`src/rtl/clock_sel_pkg.sv`:
```
// =============================================================================
// Module  : clock_sel_pkg
// Brief   : Shared encodings and helpers for the clock-select sequencer.
// Revision: 1.0 - initial release
// =============================================================================
`default_nettype none

package clock_sel_pkg;

    localparam logic [1:0] SEL_800M  = 2'b00;
    localparam logic [1:0] SEL_500M  = 2'b01;
    localparam logic [1:0] SEL_1000M = 2'b10;
    localparam logic [1:0] SEL_RSVD  = 2'b11;

    typedef enum logic [0:0] {
        ST_IDLE   = 1'b0,
        ST_SETTLE = 1'b1
    } state_e;

    // Width that holds SETTLE_CYC-1; never collapses to zero bits.
    function automatic int settle_cnt_w(input int settle_cyc);
        return (settle_cyc > 1) ? $clog2(settle_cyc) : 1;
    endfunction

endpackage

`default_nettype wire

```
`src/rtl/clock_sel_settle_timer.sv`:
```
// =============================================================================
// Module  : clock_sel_settle_timer
// Brief   : Loadable down-counter that stops at zero and flags done.
// Revision: 1.0 - initial release
// =============================================================================
`default_nettype none

module clock_sel_settle_timer #(
    parameter int W = 4
) (
    input  logic         clk,
    input  logic         rst,
    input  logic         load_i,
    input  logic [W-1:0] load_val_i,
    output logic         done_o
);

    logic [W-1:0] cnt_q;
    logic [W-1:0] cnt_d;

    always_comb begin
        cnt_d = cnt_q;
        if (load_i) begin
            cnt_d = load_val_i;
        end else if (cnt_q != '0) begin
            cnt_d = cnt_q - W'(1);
        end
    end

    always_ff @(posedge clk) begin
        if (rst) begin
            cnt_q <= '0;
        end else begin
            cnt_q <= cnt_d;
        end
    end

    assign done_o = (cnt_q == '0);

endmodule

`default_nettype wire

```
`src/rtl/clock_sel_ctrl.sv`:
```
// =============================================================================
// Module  : clock_sel_ctrl
// Brief   : Handshaked clock-select sequencer with post-change settle hold-off.
// Revision: 1.0 - initial release
// =============================================================================
`default_nettype none

module clock_sel_ctrl
    import clock_sel_pkg::*;
#(
    parameter int         SETTLE_CYC  = 16,
    parameter int         CNT_W       = 8,
    parameter logic [1:0] DEFAULT_SEL = 2'b00
) (
    input  logic             clk,
    input  logic             rst,
    input  logic             req_valid,
    input  logic [1:0]       req_sel,
    output logic             req_ready,
    output logic             rsp_valid,
    output logic             rsp_err,
    output logic [1:0]       clk_sel,
    output logic             busy,
    output logic [CNT_W-1:0] switch_cnt
);

    localparam int            TW       = settle_cnt_w(SETTLE_CYC);
    localparam logic [TW-1:0] LOAD_VAL = TW'(SETTLE_CYC - 1);

    state_e           state_q, state_d;
    logic [1:0]       clk_sel_q, clk_sel_d;
    logic             rsp_valid_q, rsp_valid_d;
    logic             rsp_err_q, rsp_err_d;
    logic [CNT_W-1:0] switch_cnt_q, switch_cnt_d;
    logic             timer_load;
    logic             timer_done;

    clock_sel_settle_timer #(
        .W (TW)
    ) u_settle_timer (
        .clk        (clk),
        .rst        (rst),
        .load_i     (timer_load),
        .load_val_i (LOAD_VAL),
        .done_o     (timer_done)
    );

    always_comb begin
        state_d      = state_q;
        clk_sel_d    = clk_sel_q;
        rsp_valid_d  = 1'b0;
        rsp_err_d    = 1'b0;
        switch_cnt_d = switch_cnt_q;
        timer_load   = 1'b0;
        case (state_q)
            ST_IDLE: begin
                if (req_valid) begin
                    if (req_sel == SEL_RSVD) begin
                        rsp_valid_d = 1'b1;
                        rsp_err_d   = 1'b1;
                    end else if (req_sel == clk_sel_q) begin
                        rsp_valid_d = 1'b1;
                    end else begin
                        clk_sel_d  = req_sel;
                        state_d    = ST_SETTLE;
                        timer_load = 1'b1;
                        if (switch_cnt_q != '1) begin
                            switch_cnt_d = switch_cnt_q + CNT_W'(1);
                        end
                    end
                end
            end
            ST_SETTLE: begin
                // Completion for the change is reported as the FSM returns to IDLE.
                if (timer_done) begin
                    state_d     = ST_IDLE;
                    rsp_valid_d = 1'b1;
                end
            end
            default: state_d = ST_IDLE;
        endcase
    end

    always_ff @(posedge clk) begin
        if (rst) begin
            state_q      <= ST_IDLE;
            clk_sel_q    <= DEFAULT_SEL;
            rsp_valid_q  <= 1'b0;
            rsp_err_q    <= 1'b0;
            switch_cnt_q <= '0;
        end else begin
            state_q      <= state_d;
            clk_sel_q    <= clk_sel_d;
            rsp_valid_q  <= rsp_valid_d;
            rsp_err_q    <= rsp_err_d;
            switch_cnt_q <= switch_cnt_d;
        end
    end

    assign req_ready  = (state_q == ST_IDLE);
    assign busy       = (state_q == ST_SETTLE);
    assign clk_sel    = clk_sel_q;
    assign rsp_valid  = rsp_valid_q;
    assign rsp_err    = rsp_err_q;
    assign switch_cnt = switch_cnt_q;

endmodule

`default_nettype wire
```
`config.mk`:
```
export PLATFORM = sky130hd
export DESIGN_NAME = clock_sel_ctrl
export DESIGN_NICKNAME = d
export VERILOG_FILES = /design/src/rtl/clock_sel_pkg.sv /design/src/rtl/clock_sel_settle_timer.sv /design/src/rtl/clock_sel_ctrl.sv
export SDC_FILE = /design/constraint.sdc
export NUM_CORES = 1
export LEC_CHECK = 0
export CAP_MARGIN = 20
export CORE_MARGIN = 8
export CORE_UTILIZATION = 51
export DETAILED_ROUTE_END_ITERATION = 8
export PLACE_DENSITY = 0.81
export SYNTH_ARGS = -nofsm -noshare
export SYNTH_HDL_FRONTEND = slang
export SYNTH_SLANG_ARGS = --single-unit
export TNS_END_PERCENT = 20
```
`constraint.sdc`:
```
create_clock -name clk -period 2.9 [get_ports clk]
set_input_delay 0.58 -clock clk [delete_from_list [all_inputs] [get_ports clk]]
set_output_delay 0.58 -clock clk [all_outputs]
set_load 0.1 [all_outputs]
```
==> results of run 1 <==
-- layout make-up --
class	instances	share of cell area [%]
flip-flops and latches	17	33.92
inverters	5	1.870
clock inverters	1	0.4988
multi-input cells	76	45.01
clock buffers	3	2.244
well taps	16	1.995
repair buffers	18	14.46
-- logic make-up (layout without fill, tap and decap cells) --
logic type,count (synthesis),after routing,synth area share [%]
and+or+nand+nor,47,47,29.58
AOI/OAI and AO/OA,21,21,14.27
DFF,17,17,40.84
buffers and inverters,9,27,4.955
muxes,4,4,5.255
adders and majority gates,2,2,3.003
xor gates and xnor gates,2,2,2.102
-- through the flow --
step | setup slack, ns | utilization [%] | instances | hold slack (ns)
floorplan | 0.5824 | - | 102 | 0.5202
global placement | 0.5362 | 64.04 | 132 | 0.4807
detailed placement | 0.4735 | 64.04 | 132 | 0.4889
CTS | 0.7884 | 65.85 | 136 | 0.5067
global route | 0.6580 | 65.85 | 136 | 0.5435
finish | 0.7834 | 65.85 | 136 | 0.5031
-- metal layers --
| metal | up-vias | track usage [%] | routed length (um) |
|---|---|---|---|
| met1 | 327 | 12.66 | 745 |
| met2 | 15 | 18.81 | 833 |
| li1 | 390 | - | - |
| met3 | 4 | 5.393 | 95 |
| met5 | - | 0 | 0 |
| met4 | 0 | 3.436 | 15 |
-- worst max path at each step --
stage               start       endpoint  slack [ns]  cells past startpoint
4_1_cts        req_sel[0]  switch_cnt[5]        0.79                      6
5_1_grt        req_sel[1]  switch_cnt[5]        0.66                      6
3_3_place_gp   req_sel[0]  switch_cnt[6]        0.54                      6
2_1_floorplan        busy      req_ready        0.58                      1
3_5_place_dp   req_sel[0]  switch_cnt[5]        0.47                      6
6_report       req_sel[0]  switch_cnt[5]        0.78                      6
-- flip-flops by register name, indices dropped and copies added (netlist names) --
register / cells
u_settle_timer.cnt_q: 4
busy: 1
switch_cnt: 8
rsp_err: 1
rsp_valid: 1
clk_sel: 2
-- power by group --
group          internal [mW]  switching, mW  leakage (nW)
clock                 0.0514         0.0721        0.0177
combinational          0.102          0.176         0.258
sequential             0.270         0.0289         0.139
-- cells in the mapped netlist --
cell type and count:
inv_1 5, o22ai_1 1, nor2b_1 4, nor2_1 9
nand3_1 4, and2_4 1, and2b_1 1, nand2_1 13
and3_1 1, o21ai_0 2, ha_1 2, o22a_1 1
dfxtp_1 17, mux2_2 3, nor3b_2 2, xnor2_1 1
or3b_2 1, xor2_1 1, clkbuf_1 3, a31oi_1 1
a211oi_1 1, mux2i_1 1, o21ai_1 2, or3_1 2
nor4_1 2, a21o_1 1, a21oi_1 11, nor3_1 6
o31ai_1 1, or4_1 1, buf_6 1
==> results.yml, run 1 <==
clock_tree:
  cts_root_buf: "clkbuf_4"
  clock_latency_ns: 0.29
  cts_max_level: 1
  cts_setup_buffers: 0
  postCtsHoldBufs: 0
  clkSlewWorstSetupHoldPaths_ns: 0.09
  cts_tree: "built"
  cts_buffers: 3
  ctsResizeCount: 0
  clk_path_buf_depth: 2
  cts.sinks: 17
power:
  finalPower_uw: 700.5
  power.leakage_nw: 0.4146
  power_density_nw_per_um2: 698.0
  ir_worst_vdd_uv: 455.8
finish:
  multiInputGateArea_um2: 451.7
  fin_nets: 128
  fillers: 116
  layout-drive-gt1-share_pct: 20.83
  final_cell_mix: "17 x dfxtp_1, 14 x buf_4, 13 x nand2_1"
  layout_commonest_cell: "dfxtp_1"
  syn_to_final_growth_pct: 20.42
  final_area_um2: 1003
  antennaDiodeCount: 0
  seq_area_um2: 340.3
timing:
  finalHoldViolCount: 0
  tns_ns: 0
  period_share_pct: 72.99
  skew_ns: 0.007836
  rsz0062_at_grt: "false"
  drv_slew: 0
  period_needed_ns: 2.117
  worstMarginPinSlew_ns: 0.7082
  fmax_mhz: 472.4
  finalSetupViolCount: 0
  max_slew_margin_pct: 52.64
drt:
  routed_wl_um: 1690
  num_vias: 736
  wl_per_cell_um: 12.43
  drc_errors: 0
  postRouteAntennaNets: 0
  viasPerCell: 5.412
  drt_iter0_markers: 11
  drtPass1Iterations: 4
die:
  die_area_um2: 3183
  die_w_um: 56.42
  die_h_um: 56.42
  initial_core_util_pct: 54.68
  coreArea_um2: 1524
  row_count: 14
  io_pins: 19
global_routing:
  grt_overflow: 0
  antenna_found_initial: 0
  track_usage_pct: 11.43
  grt_max_degree: 21
  grt_pass1_vias: 751
  grt_pass1_wl_um: 3098
yosys:
  syn-cell-area_um2: 833.3
  synth_cells: 102
  synth.largest_area_cell: "dfxtp_1"
  synth_warnings: 0
  synthTopCellsByArea: "dfxtp_1 41%, a21oi_1 6.6%, nand2_1 5.9%"
  synth_seq_cells: 17
  ys_seq_area_share_pct: 40.84
  synth_nets: 109
  synth_top_cell_area_share_pct: 40.84
  yosys.cell_types.count: 31
  synth_area_per_cell_um2: 8.170
worst_setup_path:
  reg2reg_from: "busy"
  setup.worst_path.class: "in2reg"
  worstSetupEndpointType: "register"
  cp_top_family: "simple AND/OR/NAND/NOR gates"
  startpoint_type: "input pin"
  reg2reg_setup_slack_ns: 1.23
  crit_fanout: 14
  timing.rr.end: "switch_cnt[5]"
  crit_buf_inv: 1
  max_stage_delay_ns: 0.49
  cpMaxStageDelayCell: "clkdlybuf4s50_1"
  arrival_ns: 2.30
  required_ns: 3.08
  worst_r2r_path_depth: 5
  crit_chain: "clkdlybuf4s50_1 -> nor3b_2 -> o21ai_1 -> and2_4 -> nor4_1 -> mux2_2"
place:
  gp_congestion: 0.7692
  port_buffers: 18
  placed_area_um2: 975.9
  hpwlAfterDp_um: 1279
hold_path:
  hold_path_class: "reg2reg"
  min_path_cells: 1
  min_from: "switch_cnt[7]"
  hold_end: "switch_cnt[7]"
status:
  status: "finished, final reports clean"
run:
  cap_viol_max_count: 0
(Power assumes the default switching activity.)
==> inputs of run 2 (changes only) <==
Settings changed: CORE_ASPECT_RATIO set to 0.75, CORE_UTILIZATION 51 to 48, PLACE_DENSITY 0.81 to 0.77.
Clock period 2.9 ns to 2.1 ns, I/O delays scaled along.
==> results.yml, run 2 (same netlist as run 1, synthesis figures left out) <==
status:
  status: "finished, final reports clean"
power:
  finalPower_uw: 992.9
  power.leakage_nw: 0.4486
  ir_worst_vdd_uv: 725.6
  power_density_nw_per_um2: 932.5
timing:
  drv_slew: 0
  period_needed_ns: 1.938
  finalHoldViolCount: 0
  worstMarginPinSlew_ns: 0.4051
  rsz0062_at_grt: "false"
  hold_ws_ns: 0.5084
  max_slew_margin_pct: 72.91
  skew_ns: 0.009230
  finalSetupViolCount: 0
  tns_ns: 0
  fmax_mhz: 516.0
  period_share_pct: 92.28
die:
  row_count: 13
  io_pins: 19
  die_area_um2: 3339
  coreArea_um2: 1675
  initial_core_util_pct: 49.74
  die_h_um: 52.09
  die_w_um: 64.11
clock_tree:
  cts_setup_buffers: 0
  cts_root_buf: "clkbuf_4"
  cts_tree: "built"
  cts_max_level: 1
  ctsResizeCount: 0
  clock_latency_ns: 0.30
  cts_buffers: 3
  clkSlewWorstSetupHoldPaths_ns: 0.10
  cts.sinks: 17
  postCtsHoldBufs: 0
  clk_path_buf_depth: 2
worst_setup_path:
  setup.worst_path.class: "in2reg"
  worstSetupEndpointType: "register"
  cpMaxStageDelayCell: "clkdlybuf4s50_1"
  startpoint_type: "input pin"
  max_stage_delay_ns: 0.47
  required_ns: 2.29
  arrival_ns: 2.13
  crit_fanout: 6
  crit_chain: "clkdlybuf4s50_1 -> nor3b_2 -> o21ai_1 -> and2_4 -> nor4_1 -> mux2_2"
finish:
  fillers: 170
  layout_commonest_cell: "buf_4"
  layout-drive-gt1-share_pct: 25.98
  fin_nets: 135
  final_cell_mix: "21 x buf_4, 16 x dfxtp_1, 13 x nand2_1"
  multiInputGateArea_um2: 451.7
  fin_util_pct: 63.55
  largest_register_ffs: 8
  final_area_um2: 1065
  syn_to_final_growth_pct: 27.78
  seq_area_um2: 341.6
  antennaDiodeCount: 0
place:
  placed_area_um2: 1037
  hpwlAfterDp_um: 1374
  port_buffers: 18
  gp_congestion: 0.8010
drt:
  drt_iter0_markers: 18
  postRouteAntennaNets: 0
  wl_per_cell_um: 12.21
  viasPerCell: 5.369
  num_vias: 800
  drtPass1Iterations: 4
  routed_wl_um: 1819
  drc_errors: 0
global_routing:
  antenna_found_initial: 0
  grt_pass1_vias: 739
  grt_overflow: 0
  grt_pass1_wl_um: 3098
  grt_max_degree: 13
  track_usage_pct: 11.46
hold_path:
  hold_path_class: "reg2reg"
run:
  cap_viol_max_count: 0
[run 2: cell count changes in the layout (fill, tap and decap cells not counted), sizes merged]
cell | before | now
buf | 14 | 21
[run 2: per-stage QoR]
step,std cells,setup WS (ns)
final,149,0.1622
after global routing,149,0.04800
after CTS,149,0.1659
after detailed placement,145,-0.1486
after global placement,145,-0.08690
after floorplan,102,-0.07804
[run 2: worst max-delay path, delay by kind of cell]
kind	cells	cell delay (ns)
compound gates	1	0.13
buf+inv	1	0.47
mux	1	0.37
simple gates	3	0.75
[run 2: power breakdown]
group	switching, mW	internal (mW)
combinational	0.249	0.154
clock	0.107	0.0710
sequential	0.0395	0.373
[run 2: path summary, 6_finish.rpt]
| kind | startpoint | end | slack [ns] | cells past startpoint |
|---|---|---|---|---|
| worst max-delay path | req_sel[1] | switch_cnt[6] | 0.16 | 6 |
| worst min-delay path | busy | busy | 0.51 | 2 |
| worst max register to register | busy | switch_cnt[6] | 0.43 | 5 |
| worst min register to register | busy | busy | 0.51 | 2 |
[run 2: metal layers]
metal	wire (um)	vias up	track usage [%]
li1	-	404	-
met1	860	365	13.60
met2	770	28	17.80
met3	177	3	5.353
met4	11	0	4.332
met5	0	-	0
[run 2: final cells by class]
cell class | instances | share of cell area (%)
clock buffers | 3 | 2.115
clock inverters | 1 | 0.4700
inverters | 5 | 1.763
multi-input cells | 76 | 42.42
flip-flops and latches | 17 | 32.08
well taps | 22 | 2.585
repair buffers | 25 | 18.57
==> inputs of run 3 (changes only) <==
Settings changed: MAX_ROUTING_LAYER set to met4.
==> results.yml, run 3 (same netlist as run 1, synthesis figures left out) <==
worst_setup_path:
  cpMaxStageDelayCell: "clkdlybuf4s50_1"
  crit_fanout: 6
  required_ns: 2.29
  cp_top_family: "simple AND/OR/NAND/NOR gates"
  setup.worst_path.class: "in2reg"
  max_stage_delay_ns: 0.47
  crit_buf_inv: 1
  startpoint_type: "input pin"
  worstSetupEndpointType: "register"
  crit_chain: "clkdlybuf4s50_1 -> nor3b_2 -> o21ai_1 -> and2_4 -> nor4_1 -> mux2_2"
  arrival_ns: 2.13
finish:
  syn_to_final_growth_pct: 27.78
  layout-drive-gt1-share_pct: 25.98
  fin_util_pct: 63.55
  fin_nets: 135
  antennaDiodeCount: 0
  largest_register_ffs: 8
  layout_commonest_cell: "buf_4"
  final_cell_mix: "21 x buf_4, 16 x dfxtp_1, 13 x nand2_1"
die:
  die_w_um: 64.11
  row_count: 13
  initial_core_util_pct: 49.74
  die_area_um2: 3339
  die_h_um: 52.09
  io_pins: 19
  coreArea_um2: 1675
place:
  gp_congestion: 0.8125
  port_buffers: 18
  hpwlAfterDp_um: 1374
timing:
  period_needed_ns: 1.936
  period_share_pct: 92.20
  rsz0062_at_grt: "false"
  finalHoldViolCount: 0
  tns_ns: 0
  hold_ws_ns: 0.5084
  drv_slew: 0
  fmax_mhz: 516.5
  finalSetupViolCount: 0
  max_slew_margin_pct: 72.81
  skew_ns: 0.009242
  worstMarginPinSlew_ns: 0.4065
clock_tree:
  cts_tree: "built"
  clk_path_buf_depth: 2
  postCtsHoldBufs: 0
  cts_setup_buffers: 0
  cts.sinks: 17
  cts_buffers: 3
  clock_latency_ns: 0.30
  cts_root_buf: "clkbuf_4"
  ctsResizeCount: 0
  clkSlewWorstSetupHoldPaths_ns: 0.10
  cts_max_level: 1
drt:
  drtPass1Iterations: 4
  wl_per_cell_um: 12.20
  num_vias: 800
  drc_errors: 0
  postRouteAntennaNets: 0
  routed_wl_um: 1818
  drt_iter0_markers: 18
  viasPerCell: 5.369
global_routing:
  track_usage_pct: 11.80
  grt_max_degree: 13
  grt_overflow: 0
  grt_pass1_wl_um: 3098
  antenna_found_initial: 0
  grt_pass1_vias: 739
power:
  power.leakage_nw: 0.4486
  power_density_nw_per_um2: 932.5
  ir_worst_vdd_uv: 725.5
hold_path:
  hold_path_class: "reg2reg"
run:
  cap_viol_max_count: 0
status:
  status: "finished, final reports clean"
## run 3: per-layer routing
layer	routed length, um	vias to the layer above	global-route usage (%)
met4	11	0	4.332
li1	-	404	-
met2	769	28	17.80
met5	0	-	-
met1	874	365	13.85
met3	162	3	4.925
## run 3: where the power goes
| part | switching, mW | internal (mW) | total, mW |
|---|---|---|---|
| sequential | 0.0395 | 0.373 | 0.413 |
| clock | 0.107 | 0.0710 | 0.178 |
| combinational | 0.249 | 0.154 | 0.402 |
| total | 0.395 | 0.598 | 0.993 |
## run 3: layout make-up
class / count / area, um^2
Multi-Input combinational cell: 76 / 451.7
Timing Repair Buffer: 25 / 197.7
Clock inverter: 1 / 5.005
Clock buffer: 3 / 22.52
Inverter: 5 / 18.77
Sequential cell: 17 / 341.6
Tap cell: 22 / 27.53
Fill cell: 170 / 610.6
## run 3: worst paths after layout
path / start / to / slack, ns / depth (start not counted)
hold reg to reg: busy / busy / 0.51 / 2
hold / removal: busy / busy / 0.51 / 2
setup / recovery: req_sel[1] / switch_cnt[6] / 0.16 / 6
setup reg to reg: busy / switch_cnt[6] / 0.43 / 5
## run 3: worst reg2reg max path: cells and delay by family, from the launching register on
kind            cells  cell delay [ns]
compound gates      1             0.13
flops               1             0.36
mux                 1             0.37
simple gates        3             0.70
## run 3: through the flow
| step | cell area [um^2] | power, mW | cells | setup WS, ns |
|---|---|---|---|---|
| 3_3_place_gp | 1037 | 0.8118 | 145 | -0.08690 |
| 6_report | 1065 | 0.9929 | 149 | 0.1639 |
| 5_1_grt | 1065 | 1.064 | 149 | 0.04800 |
| 2_1_floorplan | 834.6 | 0.7460 | 102 | -0.07804 |
| 4_1_cts | 1065 | 1.004 | 149 | 0.1659 |
| 3_5_place_dp | 1037 | 0.8223 | 145 | -0.1486 |
